===== src/rtl/lsu_ctrl_pkg.sv =====
// Shared definitions for the load/store sequencer: funct3 codes, FSM states,
// fault causes and the latched request record.
package lsu_defs;

  localparam logic [2:0] F3_B  = 3'b000;
  localparam logic [2:0] F3_H  = 3'b001;
  localparam logic [2:0] F3_W  = 3'b010;
  localparam logic [2:0] F3_BU = 3'b100;
  localparam logic [2:0] F3_HU = 3'b101;

  localparam logic [1:0] ERR_MISALIGN = 2'b01;
  localparam logic [1:0] ERR_ILLEGAL  = 2'b10;
  localparam logic [1:0] ERR_TIMEOUT  = 2'b11;

  typedef enum logic [1:0] {
    S_IDLE = 2'd0,
    S_REQ  = 2'd1,
    S_DONE = 2'd2,
    S_ERR  = 2'd3
  } lsu_state_t;

  typedef struct packed {
    logic        we;
    logic [2:0]  funct3;
    logic [31:0] addr;
    logic [31:0] wdata;
  } lsu_req_t;

  // Stores only have sb/sh/sw; loads add the unsigned byte/half forms.
  function automatic logic f3_legal(input logic st, input logic [2:0] f3);
    if (st) return f3 inside {F3_B, F3_H, F3_W};
    return f3 inside {F3_B, F3_H, F3_W, F3_BU, F3_HU};
  endfunction

  function automatic logic misaligned(input logic [1:0] sz, input logic [1:0] a);
    case (sz)
      2'b01:   return a[0];
      2'b10:   return a != 2'b00;
      default: return 1'b0;
    endcase
  endfunction

endpackage


===== src/rtl/lsu_ctrl_if.sv =====
// Unified memory port between the load/store sequencer and instruction/data memory.
interface lsu_ctrl_if #(
  parameter int XLEN = 32
);
  logic            mem_req;
  logic            mem_we;
  logic [XLEN-1:0] mem_addr;
  logic [3:0]      mem_be;
  logic [XLEN-1:0] mem_wdata;
  logic            mem_ready;
  logic [XLEN-1:0] mem_rdata;

  modport master (
    output mem_req, mem_we, mem_addr, mem_be, mem_wdata,
    input  mem_ready, mem_rdata
  );

  modport slave (
    input  mem_req, mem_we, mem_addr, mem_be, mem_wdata,
    output mem_ready, mem_rdata
  );
endinterface


===== src/rtl/lsu_ctrl_extend.sv =====
// Load-data lane select and sign/zero extension; purely combinational so it can
// also sit on a cache refill path.
module lsu_extend
  import lsu_defs::*;
#(
  parameter int XLEN = 32
) (
  input  logic [2:0]      funct3,
  input  logic [1:0]      lane,
  input  logic [XLEN-1:0] data,
  output logic [XLEN-1:0] rdata
);
  logic [7:0]  b;
  logic [15:0] h;

  always_comb begin
    case (lane)
      2'd0:    b = data[7:0];
      2'd1:    b = data[15:8];
      2'd2:    b = data[23:16];
      default: b = data[31:24];
    endcase
    h = lane[1] ? data[31:16] : data[15:0];
    case (funct3)
      F3_B:    rdata = {{(XLEN-8){b[7]}}, b};
      F3_H:    rdata = {{(XLEN-16){h[15]}}, h};
      F3_BU:   rdata = {{(XLEN-8){1'b0}}, b};
      F3_HU:   rdata = {{(XLEN-16){1'b0}}, h};
      default: rdata = data;
    endcase
  end
endmodule


===== src/rtl/lsu_ctrl.sv =====
// RV32I load/store sequencer: one access per start pulse over a req/ready port.
// Define LSU_TIMEOUT_EN to add a wait-state watchdog that faults after TIMEOUT cycles.
module lsu_ctrl
  import lsu_defs::*;
#(
  parameter int XLEN    = 32,
  parameter int TIMEOUT = 255
) (
  input  logic            clk,
  input  logic            reset,
  input  logic            start,
  input  logic            we,
  input  logic [2:0]      funct3,
  input  logic [XLEN-1:0] addr,
  input  logic [XLEN-1:0] wdata,
  output logic            busy,
  output logic            done,
  output logic            err,
  output logic [1:0]      err_cause,
  output logic [XLEN-1:0] rdata_out,
  lsu_ctrl_if.master      mem
);
  if (XLEN != 32) begin : g_bad_xlen
    $error("lsu_ctrl supports XLEN=32 only");
  end
  if (TIMEOUT < 1) begin : g_bad_timeout
    $error("lsu_ctrl TIMEOUT must be at least 1");
  end

  lsu_state_t      state, state_nxt;
  lsu_req_t        req_q;
  logic            accept, cause_ld, timeout_hit, in_req;
  logic [1:0]      cause_nxt;
  logic [3:0]      be;
  logic [XLEN-1:0] lane_data, ext_data;

`ifdef LSU_TIMEOUT_EN
  localparam int CW = $clog2(TIMEOUT + 1);
  logic [CW-1:0] wcnt;

  always_ff @(posedge clk or posedge reset) begin
    if (reset)                                 wcnt <= '0;
    else if (accept)                           wcnt <= '0;
    else if (state == S_REQ && !mem.mem_ready) wcnt <= wcnt + 1'b1;
  end
  // Fires on the wait cycle that would bring the count up to TIMEOUT.
  assign timeout_hit = (wcnt == CW'(TIMEOUT - 1));
`else
  assign timeout_hit = 1'b0;
`endif

  always_comb begin
    state_nxt = state;
    accept    = 1'b0;
    cause_ld  = 1'b0;
    cause_nxt = err_cause;
    case (state)
      S_IDLE: if (start) begin
        if (!f3_legal(we, funct3)) begin
          state_nxt = S_ERR;
          cause_ld  = 1'b1;
          cause_nxt = ERR_ILLEGAL;
        end else if (misaligned(funct3[1:0], addr[1:0])) begin
          state_nxt = S_ERR;
          cause_ld  = 1'b1;
          cause_nxt = ERR_MISALIGN;
        end else begin
          state_nxt = S_REQ;
          accept    = 1'b1;
        end
      end
      S_REQ: begin
        if (mem.mem_ready) begin
          state_nxt = S_DONE;
        end else if (timeout_hit) begin
          state_nxt = S_ERR;
          cause_ld  = 1'b1;
          cause_nxt = ERR_TIMEOUT;
        end
      end
      default: state_nxt = S_IDLE;
    endcase
  end

  always_ff @(posedge clk or posedge reset) begin
    if (reset) begin
      state     <= S_IDLE;
      req_q     <= '0;
      err_cause <= 2'b00;
      rdata_out <= '0;
    end else begin
      state <= state_nxt;
      if (accept)   req_q     <= '{we: we, funct3: funct3, addr: addr, wdata: wdata};
      if (cause_ld) err_cause <= cause_nxt;
      if (state == S_REQ && mem.mem_ready && !req_q.we) rdata_out <= ext_data;
    end
  end

  // Sub-word stores replicate the datum into every lane; be picks the live one.
  always_comb begin
    be        = 4'b1111;
    lane_data = req_q.wdata;
    if (req_q.we) begin
      case (req_q.funct3[1:0])
        2'b00: begin
          be        = 4'b0001 << req_q.addr[1:0];
          lane_data = {(XLEN/8){req_q.wdata[7:0]}};
        end
        2'b01: begin
          be        = 4'b0011 << req_q.addr[1:0];
          lane_data = {(XLEN/16){req_q.wdata[15:0]}};
        end
        default: ;
      endcase
    end
  end

  lsu_extend #(.XLEN(XLEN)) u_ext (
    .funct3 (req_q.funct3),
    .lane   (req_q.addr[1:0]),
    .data   (mem.mem_rdata),
    .rdata  (ext_data)
  );

  assign in_req        = (state == S_REQ);
  assign busy          = (state != S_IDLE);
  assign done          = (state == S_DONE);
  assign err           = (state == S_ERR);
  assign mem.mem_req   = in_req;
  assign mem.mem_we    = in_req & req_q.we;
  assign mem.mem_addr  = in_req ? {req_q.addr[XLEN-1:2], 2'b00} : '0;
  assign mem.mem_be    = in_req ? be : 4'b0000;
  assign mem.mem_wdata = (in_req && req_q.we) ? lane_data : '0;

endmodule


===== src/flat_wrapper.sv =====
// flat-port wrapper written by rule: the top's interface ports become plain ports
module lsu_ctrl_flat import lsu_defs::*;
#(
  parameter int XLEN    = 32,
  parameter int TIMEOUT = 255
)
  (clk, reset, start, we, funct3, addr, wdata, busy, done, err, err_cause, rdata_out, mem_mem_req, mem_mem_we, mem_mem_addr, mem_mem_be, mem_mem_wdata, mem_mem_ready, mem_mem_rdata);
  lsu_ctrl_if #(.XLEN(XLEN)) mem_i ();
  input  logic clk;
  input  logic reset;
  input  logic start;
  input  logic we;
  input  logic [2:0] funct3;
  input  logic [XLEN-1:0] addr;
  input  logic [XLEN-1:0] wdata;
  output logic busy;
  output logic done;
  output logic err;
  output logic [1:0] err_cause;
  output logic [XLEN-1:0] rdata_out;
  output wire logic [$bits(mem_i.mem_req)-1:0] mem_mem_req;
  output wire logic [$bits(mem_i.mem_we)-1:0] mem_mem_we;
  output wire logic [$bits(mem_i.mem_addr)-1:0] mem_mem_addr;
  output wire logic [$bits(mem_i.mem_be)-1:0] mem_mem_be;
  output wire logic [$bits(mem_i.mem_wdata)-1:0] mem_mem_wdata;
  input wire logic [$bits(mem_i.mem_ready)-1:0] mem_mem_ready;
  input wire logic [$bits(mem_i.mem_rdata)-1:0] mem_mem_rdata;
  assign mem_mem_req = mem_i.mem_req;
  assign mem_mem_we = mem_i.mem_we;
  assign mem_mem_addr = mem_i.mem_addr;
  assign mem_mem_be = mem_i.mem_be;
  assign mem_mem_wdata = mem_i.mem_wdata;
  assign mem_i.mem_ready = mem_mem_ready;
  assign mem_i.mem_rdata = mem_mem_rdata;
  lsu_ctrl #(.XLEN(XLEN), .TIMEOUT(TIMEOUT)) u_core (.clk(clk), .reset(reset), .start(start), .we(we), .funct3(funct3), .addr(addr), .wdata(wdata), .busy(busy), .done(done), .err(err), .err_cause(err_cause), .rdata_out(rdata_out), .mem(mem_i));
endmodule

===== config.mk =====
export PLATFORM = sky130hd
export DESIGN_NAME = lsu_ctrl_flat
export DESIGN_NICKNAME = d
export VERILOG_FILES = /design/src/rtl/lsu_ctrl_pkg.sv /design/src/rtl/lsu_ctrl_if.sv /design/src/rtl/lsu_ctrl_extend.sv /design/src/rtl/lsu_ctrl.sv /design/src/flat_wrapper.sv
export SDC_FILE = /design/constraint.sdc
export NUM_CORES = 1
export LEC_CHECK = 0
export ABC_AREA = 1
export BUFFER_PORTS_ARGS = -buffer_cell sky130_fd_sc_hd__buf_2
export CAP_MARGIN = 20
export CORE_MARGIN = 2
export CORE_UTILIZATION = 50
export DETAILED_ROUTE_END_ITERATION = 6
export PLACE_DENSITY = 0.81
export SYNTH_ARGS = -nofsm -noshare
export SYNTH_HDL_FRONTEND = slang
export SYNTH_SLANG_ARGS = --single-unit

===== constraint.sdc =====
create_clock -name clk -period 4.35 [get_ports clk]
set_input_delay 0.87 -clock clk [delete_from_list [all_inputs] [get_ports clk]]
set_output_delay 0.87 -clock clk [all_outputs]
set_load 0.01 [all_outputs]

; Yosys cells after proc, flatten, opt, wreduce, memory -nomap -nowiden
; Index checks and enable logic that the tools add are counted.
[word_totals]
output_inout_bits = 107
regBits = 104
in_bits = 104
elab_cells = 79
[op_classes]
n_shift = 2
n_reduce_logical = 15
muxes = 36
n_eq_ne = 18
bitwise = 1
[ops]
columns = op, count
row1 = case mux 32 bit (4 select lines), 1
row2 = two-way mux 32 bit, 3
row3 = case mux 32 bit (2 select lines), 1
row4 = case mux 8 bit (3 select lines), 1
row5 = two-way mux 1 bit, 18
row6 = two-way mux 16 bit, 1
row7 = == test 3 bit (second input constant), 4
row8 = two-way mux 2 bit, 6
row9 = == test 2 x 1 -> 1 bit (second input constant), 4
row10 = == test 2 bit (second input constant), 4
row11 = two-way mux 4 bit, 2
row12 = case mux 4 bit (2 select lines), 1
row13 = == test 3 x 1 -> 1 bit (second input constant), 2
row14 = zero test 2 bit, 3
row15 = zero test 3 bit, 2
row16 = inequality test 2 bit (second input constant), 3
row17 = nonzero test 5 bit, 1
row18 = case mux 2 bit (2 select lines), 1
row19 = AND reduction 4 bit, 1
row20 = nonzero test 2 bit, 2
row21 = left shift 1 x 2 -> 4 bit (first input constant), 1
row22 = left shift 2 x 2 -> 4 bit (first input constant), 1
row23 = == test 3 x 2 -> 1 bit (second input constant), 1
row24 = logical AND 1 bit, 3
row25 = other kinds (5), 5

; Longest topological paths before layout
[logic_depth]
word_depth = 14
mapped_depth = 10
mapped_depth_nobuf = 9

; Cells and area by module
; A second synthesis with hierarchy kept.
[hier_totals]
cells_unflattened = 819
hier_area_um2 = 5904.4
[by_module_without_submodules]
columns = mod, area_each_um2, instances, cells_each, seq_area_each_um2
row1 = lsu_ctrl, 5046.1, 1, 656, 2602.5
row2 = lsu_extend, 858.3, 1, 163, 0.0

; Worst setup path after synthesis
; Ideal clock, no wire load.
[synth_path]
path_type = flip-flop to output port
from = register u_core.state[1]
to = output mem_mem_wdata[16]
stages_incl_launch_ff = 7
path_slack_ns = 2.206
arrival_ns = 1.274
path_buffers = 1
required_ns = 3.480
path_cell_list = dfrtp_1 -> nor2_4 -> nand2_1 -> inv_2 -> buf_2 -> o21ai_0 -> a21oi_1
[synth_between]
elab_chain_cells = 3
[synth_lines]
columns = element, line_no
row1 = start: declaration, lsu_ctrl.sv:30  ; lsu_state_t state, state_nxt;
row2 = start signal: assignment, lsu_ctrl.sv:92  ; state <= state_nxt;
row3 = == test 2 x 1 -> 1 bit, lsu_ctrl.sv:125  ; assign in_req = (state == S_REQ);
row4 = named net mem_mem_req, flat_wrapper.sv:21  ; output wire logic [$bits(mem_i.mem_req)-1:0] mem_mem_req;
row5 = logical AND 1 bit, lsu_ctrl.sv:133  ; assign mem.mem_wdata = (in_req && req_q.we) ? lane_data : '0;
row6 = two-way mux 32 bit, lsu_ctrl.sv:133
row7 = end: declaration, flat_wrapper.sv:25  ; output wire logic [$bits(mem_i.mem_wdata)-1:0] mem_mem_wdata;
; The timed path passes the listed nets, and every way through them passes these cells.

; Worst setup path after layout
[layout_path]
from = register u_core.state[1]
to = output mem_mem_be[0]
[layout_between]
elab_chain_cells = 2
[layout_lines]
columns = element, line_no
row1 = == test 2 x 1 -> 1 bit, lsu_ctrl.sv:125
row2 = two-way mux 4 bit, lsu_ctrl.sv:132  ; assign mem.mem_be = in_req ? be : 4'b0000;
row3 = end: declaration, flat_wrapper.sv:24  ; output wire logic [$bits(mem_i.mem_be)-1:0] mem_mem_be;
; No other way between the ends.

==> qor.txt <==
Final Setup Violations -> 0
#FFs+latches synth -> 104
reg2reg path depth -> 8
Slew Limit Fails -> 0
hold_buf cts -> 0
status -> finished clean
CTS tree -> yes
CTS Sinks -> 104
Layout Nets -> 1095
Worst Path Max Fanout -> 34
Max Clk Rate -> 0.317 GHz
num ports -> 211
final WL -> 14900 um
Inserted Clock Buffers -> 9
WL/cell -> 13.2 um
setup_tns -> 0 ns
Initial Utilization -> 51.8%
clock skew -> 0.0115 ns
worst reg2reg path endpoint -> u_core.rdata_out[28]$_DFFE_PP0P_
worst-skew pair later-pin latency -> 0.35 ns
drt drc -> 0
Post CTS Setup Buffer Count -> 0
Max Root-Sink Buffers -> 2
layout cell share with drive strength beyond 1 -> 26.7%
most common cell after layout, fill and taps aside -> buf_2
RSZ-0062 raised after global routing -> false
Core Util, Final -> 64.2%
# diodes -> 0
most frequent cells in the layout -> 208 x buf_2, 188 x nand2_1, 160 x inv_1
Ys Warns -> 0
power consumption -> 4.89 mW
GRT Residual Overflow -> 0
hold depth -> 2
post-CTS sizing -> 0
Pleak -> 4.33 nW
row count -> 38
I/O Buffers -> 208
Max IR drop VDD -> 0.306 mV
Crit Path Class -> reg -> out
Worst-Margin Slew -> 0.882 ns
Final min period -> 3.15 ns
CTS root buffer -> clkbuf_16
die area -> 12200 um^2
vias -> 5512
Crit. End Element -> primary output
Mapped Area -> 5690 um^2
DPL Wire Length -> 10800 um
RR Startpoint -> u_core.req_q[33]$_DFFE_PP0P_
antenna violations before repair -> 0
final period utilization -> 72.4%
worst hold slack -> 0.476 ns
Critical Path RT -> 3.48 ns
Worst Hold End -> u_core.rdata_out[8]$_DFFE_PP0P_
Vias/cell -> 4.86
MaxCap Viol Count -> 0
setup slack, reg-to-reg -> 2.11 ns
Avg Inst Size Synth -> 7.07 um^2
Routed Antenna Nets -> 0
H-tree Lvls -> 3
DRT iter0 DRCs -> 507
crit start category -> flop
vias in the first global route -> 5101
GRT Resource Usage Total -> 24.6%
Final Hold Viols -> 0
clk slew on worst S/H paths -> 0.07 ns
DIE WIDTH -> 111 um
worst hold path type -> reg -> reg
post-synthesis sequential area ratio -> 45.8%
fillers -> 1021
Die H -> 111 um
min-delay src -> u_core.rdata_out[8]$_DFFE_PP0P_
Mapped Cells -> 804
Rel. slew slack -> 40.8%
count of cell types in the netlist -> 28
PD cells -> 694 nW/um^2
first-pass GRT wire length -> 24500 um
core outline area -> 11000 um^2
CP arrival -> 2.28 ns
largest net degree at the start of global routing -> 71
Syn-to-layout area delta -> 24.0%
RD Place Congestion -> 0.895
drt pass-1 iters -> 6
## cells in the mapped netlist
| library cell | n | area share, % |
|---|---|---|
| o21ai_1 | 48 | 4.2 |
| or2_2 | 16 | 1.8 |
| o22ai_1 | 9 | 0.99 |
| buf_4 | 6 | 0.79 |
| inv_4 | 1 | 0.11 |
| inv_2 | 7 | 0.46 |
| clkbuf_1 | 18 | 1.2 |
| ha_1 | 3 | 0.66 |
| conb_1 | 1 | 0.066 |
| clkinv_1 | 1 | 0.066 |
| dfrtp_1 | 104 | 46 |
| o211ai_1 | 1 | 0.13 |
| o21ai_0 | 55 | 4.8 |
| nand4_1 | 1 | 0.11 |
| a21oi_1 | 38 | 3.3 |
| nand3_2 | 2 | 0.35 |
| nand2_1 | 188 | 12 |
| nand3_4 | 1 | 0.31 |
| nand3_1 | 26 | 2.3 |
| nor3_1 | 6 | 0.53 |
| buf_6 | 5 | 0.99 |
| nand2_2 | 2 | 0.22 |
| nor2_1 | 85 | 5.6 |
| nand3b_1 | 1 | 0.13 |
| nor2_4 | 3 | 0.59 |
| o211ai_2 | 1 | 0.22 |
| inv_1 | 161 | 11 |
| buf_2 | 14 | 1.2 |
## power breakdown
group	switching (mW)	total (mW)	internal (mW)
clock	0.370	0.892	0.522
combinational	1.37	2.20	0.825
sequential	0.350	1.80	1.45
total	2.09	4.89	2.80
## metrics by stage
stage                     instances  setup WS, ns  instance area, um^2
final                          1133          1.20                 7050
after global routing           1133          1.02                 7050
after CTS                      1133          1.18                 7050
after detailed placement       1117          1.57                 6720
after global placement         1117          1.63                 6720
after floorplan                 805         0.748                 5690
## cell families (layout without fill, tap and decap cells)
group / after synthesis / after routing / share of synthesized area, %
AO/OA/AOI/OAI: 152 / 152 / 13.7
adder cells (fa/ha/maj): 3 / 3 / 0.660
buffers and inverters: 213 / 401 / 15.5
AND/OR/NAND/NOR: 331 / 331 / 24.3
flip-flops: 104 / 104 / 45.8
other: 1 / 2 / 0.0659
## per-layer routing
layer	part of all wire, %	track usage, %	up-vias
met5	0	0	-
met4	2.1	7.92	0
met3	8.2	5.85	25
met2	45	38.7	225
met1	44	33.7	2459
li1	-	-	2803
## critical path, cell delays in order, from the launching register on
cell and delay (ns):
dfrtp_1 0.43, nor2_4 0.19, clkinv_1 0.71, a21oi_1 0.39, buf_2 0.18
## sequential cells by signal (all words and copies together), names as in the netlist
| name | flops |
|---|---|
| u_core.state | 2 |
| u_core.rdata_out | 32 |
| u_core.err_cause | 2 |
| u_core.req_q | 68 |
## area by class of cell
type	instances	area, um^2	area share [%]
sequential	104	2600	36.9
multi-input combinational	488	2210	31.3
timing repair buffer	215	1090	15.5
inverter	170	643	9.12
clock buffer	10	239	3.39
tap	140	175	2.48
clock inverter	6	90.1	1.28
## how the worst max path moves through the flow
stage	cells past startpoint	endpoint	from	slack [ns]
after floorplan	1	u_core.err_cause[0]$_DFFE_PP0P_	reset	0.75
after global placement	8	u_core.req_q[10]$_DFFE_PP0P_	funct3[0]	1.63
after detailed placement	8	u_core.req_q[11]$_DFFE_PP0P_	funct3[0]	1.57
after CTS	4	mem_mem_be[0]	u_core.state[1]$_DFFE_PP0P_	1.18
after global routing	4	mem_mem_be[3]	u_core.state[1]$_DFFE_PP0P_	1.02
final	4	mem_mem_be[0]	u_core.state[1]$_DFFE_PP0P_	1.20
Note: power is estimated with default switching activity, not from simulation.
